File: src/rtl/instruction_fetch_sequencer.sv
// instruction_fetch_sequencer: two-byte instruction fetch, one-cycle decode and N-cycle execute sequencer.
// Defining IFS_STEP_EN adds a HOLD state after each instruction that waits for a Step pulse.
module instruction_fetch_sequencer #(
    parameter int T_WIDTH = 3
) (
    input  logic               Clock,
    input  logic               Reset,
    input  logic               Go,
    input  logic               MemReady,
    input  logic [T_WIDTH-1:0] ExecCycles,
    input  logic               ExecAbort,
    input  logic               Step,
    output logic               IR_Write,
    output logic               IR_LH,
    output logic               PC_Inc,
    output logic               MemRead,
    output logic [T_WIDTH-1:0] T,
    output logic [2:0]         State,
    output logic               InstrDone
);
    typedef enum logic [2:0] {
        IDLE    = 3'd0,
        FETCH_L = 3'd1,
        FETCH_H = 3'd2,
        DECODE  = 3'd3,
        EXEC    = 3'd4,
        HOLD    = 3'd5
    } state_e;

    localparam logic [T_WIDTH-1:0] ONE = T_WIDTH'(1);

    state_e             state_q, state_d, after_exec;
    logic [T_WIDTH-1:0] t_q, t_d, n_q, n_d;
    logic               fetch, last;

`ifdef IFS_STEP_EN
    assign after_exec = HOLD;
`else
    logic unused_step;
    assign unused_step = Step;
    assign after_exec  = Go ? FETCH_L : IDLE;
`endif

    always_comb begin
        fetch     = state_q == FETCH_L || state_q == FETCH_H;
        last      = state_q == EXEC && (ExecAbort || t_q == n_q - ONE);
        MemRead   = fetch;
        IR_Write  = fetch && MemReady;
        PC_Inc    = fetch && MemReady;
        IR_LH     = state_q == FETCH_H;
        InstrDone = last;
        T         = t_q;
        State     = state_q;
    end

    always_comb begin
        state_d = state_q;
        t_d     = t_q;
        n_d     = n_q;
        case (state_q)
            IDLE:    state_d = Go ? FETCH_L : IDLE;
            FETCH_L: state_d = MemReady ? FETCH_H : FETCH_L;
            FETCH_H: state_d = MemReady ? DECODE : FETCH_H;
            DECODE: begin
                n_d     = ExecCycles == '0 ? ONE : ExecCycles;
                t_d     = '0;
                state_d = EXEC;
            end
            EXEC: begin
                t_d     = last ? '0 : t_q + ONE;
                state_d = last ? after_exec : EXEC;
            end
`ifdef IFS_STEP_EN
            HOLD:    state_d = Step ? (Go ? FETCH_L : IDLE) : HOLD;
`endif
            default: state_d = IDLE;
        endcase
    end

    always_ff @(posedge Clock or negedge Reset) begin
        if (!Reset) begin
            state_q <= IDLE;
            t_q     <= '0;
            n_q     <= ONE;
        end else begin
            state_q <= state_d;
            t_q     <= t_d;
            n_q     <= n_d;
        end
    end
endmodule

File: config.mk
export PLATFORM = sky130hd
export DESIGN_NAME = instruction_fetch_sequencer
export DESIGN_NICKNAME = d
export VERILOG_FILES = /design/src/rtl/instruction_fetch_sequencer.sv
export SDC_FILE = /design/constraint.sdc
export NUM_CORES = 1
export LEC_CHECK = 0
export ABC_AREA = 1
export CAP_MARGIN = 0
export CORE_MARGIN = 2
export CORE_UTILIZATION = 33
export CTS_BUF_LIST = sky130_fd_sc_hd__clkbuf_4 sky130_fd_sc_hd__clkbuf_8 sky130_fd_sc_hd__clkbuf_16
export DETAILED_ROUTE_END_ITERATION = 10
export DONT_BUFFER_PORTS = 1
export PLACE_DENSITY = 0.55
export SLEW_MARGIN = 20
export SYNTH_ARGS = -nofsm -noshare
export SYNTH_HDL_FRONTEND = slang
export SYNTH_SLANG_ARGS = --single-unit
File: constraint.sdc
create_clock -name Clock -period 2.2 [get_ports Clock]
set_clock_uncertainty 0.2 [all_clocks]
set_input_delay 0.44 -clock Clock [delete_from_list [all_inputs] [get_ports Clock]]
set_output_delay 0.44 -clock Clock [all_outputs]
set_load 0.02 [all_outputs]
==> impl_metrics.yaml <==
global_routing:
  global_route.peak_usage_layer: "met2"
  overflow: 0
  met3_usage_pct: 2.38
  grt_usage_pct: 11.3
  globalRouteMet1Util_pct: 13.4
  antenna_violations_before_repair: 0
  met2_usage_pct: 18.3
  wire_length_of_the_first_global_routing_pass_um: 1630
  grt_pass1_vias: 428
  grt_start_max_net_pins: 10
finish:
  layout.core_utilization_pct: 41.4
  final_net_count: 100
  antenna_cells: 0
  final_layout_size_suffix_gt1_share_pct: 22.7
  layout-area-overhead-vs-synth_pct: 21.5
setup_path:
  timing.setup.critical_path_class: "flop to output pin"
  register_to_register_path_depth: 11
  regToRegEndpoint: "State[0]$_DFF_PN0_"
  startpoint: "n_q[0]$_DFFE_PN1P_"
  cp_max_fo: 2
  setup.worst_path.end_class: "output pin"
  cp_data_required_time_ns: 1.56
  regToRegStartpoint: "n_q[0]$_DFFE_PN1P_"
  setup.worst_path.end: "InstrDone"
  reg2reg_setup_slack_ns: 0.46
  start_kind: "flop"
  arrival_ns: 1.69
routing:
  drt-total-wl_um: 1140
  wl_per_cell_um: 10.9
  drt.antenna.violating_nets: 0
  detailedRoute.firstPassIterationCount: 4
  routed-via-count: 504
  post-route-drc-count: 0
  drt_first_iter_violations: 10
  via_per_inst: 4.80
placed_design:
  io_buffers: 0
  hpwl_detailed_um: 892
  gp_routability_congestion: 0.743
  place_worst_setup_slack_ns: 0.0466
pwr:
  comb_power_share_pct: 57.4
  leakage_nw: 0.386
  vdd_drop_max_v: 0.000514
  pwr-share-seq_pct: 30.8
  power.switching_fraction_pct: 49.9
  internal_power_mw: 0.549
  power.density_nw_per_um2: 1580
  power_frac_clock_pct: 11.8
  net_switching_power_mw: 0.547
logic_synthesis:
  yosysTopAreaCellShare_pct: 35.2
  main_combinational_cell_family_by_area_after_synthesis: "simple AND/OR/NAND/NOR gates"
  synth-main-ff-cell: "sky130_fd_sc_hd__dfrtp_1"
  synth.top_cells.by_area: "sky130_fd_sc_hd__dfrtp_1 (35%), sky130_fd_sc_hd__nand2_1 (16%), sky130_fd_sc_hd__inv_1 (12%)"
  synth_xor_xnor_area_share_pct: 1.54
  post_synth_most_frequent_cells: "sky130_fd_sc_hd__nand2_1 (24), sky130_fd_sc_hd__inv_1 (18), sky130_fd_sc_hd__dfrtp_1 (8)"
  synth_mux_area_share_pct: 0
  share_of_the_synthesized_area_in_compound_gates_ao_oa_aoi_oai_pct: 8.35
  synthArstFlopShare_pct: 100
  number_of_warnings_reported_in_the_yosys_synthesis_log: 0
  netlist_area_um2: 569
  adder_cell_share_of_the_synthesized_area_pct: 4.40
  ys_ff_latch: 9
  synth_edf_count: 0
  seq_area_frac_synth_pct: 39.8
  post_synth_inst_count: 77
  yosys.area_share.simple_pct: 32.7
  yosysUniqueCellTypes: 20
  netlist.top_cell.by_area: "sky130_fd_sc_hd__dfrtp_1"
  synth_fp_nets: 88
  post_synth.cell_area_avg_um2: 7.39
  yosys.cell_count.top_type: "sky130_fd_sc_hd__nand2_1"
clock_network:
  cts.sink_count: 9
  htreeDepth: 1
  cts.clk_slew.worst_paths_ns: 0.07
  clk-insertion-delay-late_ns: 0.26
  cts-buffers-inserted: 3
  clk_path_buf_depth: 2
  tritoncts_clock_tree: "yes"
  cell_chosen_for_the_clock_root: "sky130_fd_sc_hd__clkbuf_4"
die:
  die_width_um: 45.5
  fp.coreArea_um2: 1670
  design.die.area_um2: 2070
  ioPinCount: 20
  fp-row-count: 15
  floorplan.die.height_um: 45.5
  initial_core_util_pct: 34.1
run:
  maxCapViolations: 0
status:
  outcome: "finished, violations left"
  violations: "setup timing"
timing:
  layout_worst_path_cycle_share_pct: 106
  relSlewSlack_pct: 71.3
  finalSetupTns_ns: -0.133
  fmax_mhz: 429
  layout_setup_ws_ns: -0.133
  setup_viol_count_final: 1
  timing_hold_violations_final: 0
  timing.final.max_slew_violations: 0
  final.min_clock_period_ns: 2.33
  grt_setup_unrepaired: "true"
  worst-slew-pin-transition_ns: 0.429
hold_path:
  hold_depth: 1
  worstHoldPathType: "input port to flop"
-- per-stage QoR --
step	instances	area, µm²	total power [mW]	hold WS [ns]
floorplan	77	569	0.761	-0.0556
global placement	99	628	0.893	-0.0554
detailed placement	99	628	0.905	-0.0554
CTS	105	689	1.09	0.0693
global route	105	692	1.18	0.0581
finish	105	692	1.10	0.0653
-- cell usage in the layout, fill, tap and decap left out, drive strengths merged, types with 2 or more instances in the layout --
cell type / netlist / layout
nand4: 3 / 3
inv: 18 / 18
a21oi: 3 / 3
o21ai: 2 / 2
dfrtp: 8 / 8
nand2: 24 / 24
clkbuf: 0 / 3
nand3: 6 / 6
buf: 1 / 7
ha: 2 / 2
nor2: 3 / 3
-- critical path, stage by stage (launching register included) --
cell,delay [ns]
sky130_fd_sc_hd__dfstp_2,0.54
sky130_fd_sc_hd__inv_2,0.05
sky130_fd_sc_hd__ha_4,0.26
sky130_fd_sc_hd__inv_2,0.03
sky130_fd_sc_hd__nand2_1,0.04
sky130_fd_sc_hd__nand2_1,0.05
sky130_fd_sc_hd__nor2_2,0.08
sky130_fd_sc_hd__nand3_2,0.09
sky130_fd_sc_hd__a21oi_2,0.13
sky130_fd_sc_hd__buf_4,0.15
-- state kept, by name (all words and copies together), names as in the netlist --
| name | flops |
|---|---|
| n_q | 3 |
| State | 3 |
| T | 3 |
-- repair_timing --
action                                  in CTS  in global routing
hold buffers                                 1                  0
pin swaps                                    5                  4
endpoints found under the hold margin        9                  0
buffers inserted                             1                  0
gates resized for setup                      4                  1
endpoints found under the setup margin       1                  3
-- area by class of cell --
type	count	area, µm²
clock inverters	1	5.00
multi-input cells	49	287
repair buffers	8	62.6
clock buffers	3	22.5
flip-flops and latches	9	226
inverters	18	67.6
well taps	17	21.3
fillers	177	978
-- logic make-up after synthesis --
family	Yosys count
AND/OR/NAND/NOR	39
flip-flops	9
XOR/XNOR	1
buffers and inverters	19
AO/OA/AOI/OAI	7
adder cells (fa/ha/maj)	2
-- per-layer routing --
layer | up-vias | part of all wire, %
met3 | 2 | 3.2
met5 | - | 0
met1 | 230 | 44
met2 | 12 | 51
li1 | 260 | -
met4 | 0 | 1.7
-- power groups by stage --
stage	clock [mW]	combinational, mW	sequential, mW
3_5_place_dp	0	0.562	0.343
2_1_floorplan	0	0.382	0.378
5_1_grt	0.141	0.697	0.347
6_report	0.129	0.629	0.338
3_3_place_gp	0	0.552	0.341
4_1_cts	0.131	0.621	0.339
-- worst min path at each step --
stage,startpoint,endpoint,slack [ns]
after floorplan,Reset,State[0]$_DFF_PN0_,-0.06
after global placement,Reset,n_q[2]$_DFFE_PN0P_,-0.06
after detailed placement,Reset,n_q[2]$_DFFE_PN0P_,-0.06
after CTS,ExecCycles[2],n_q[0]$_DFFE_PN1P_,0.07
after global routing,ExecCycles[2],n_q[0]$_DFFE_PN1P_,0.06
final,ExecCycles[2],n_q[0]$_DFFE_PN1P_,0.07
Power figures use the tool's default switching activity.
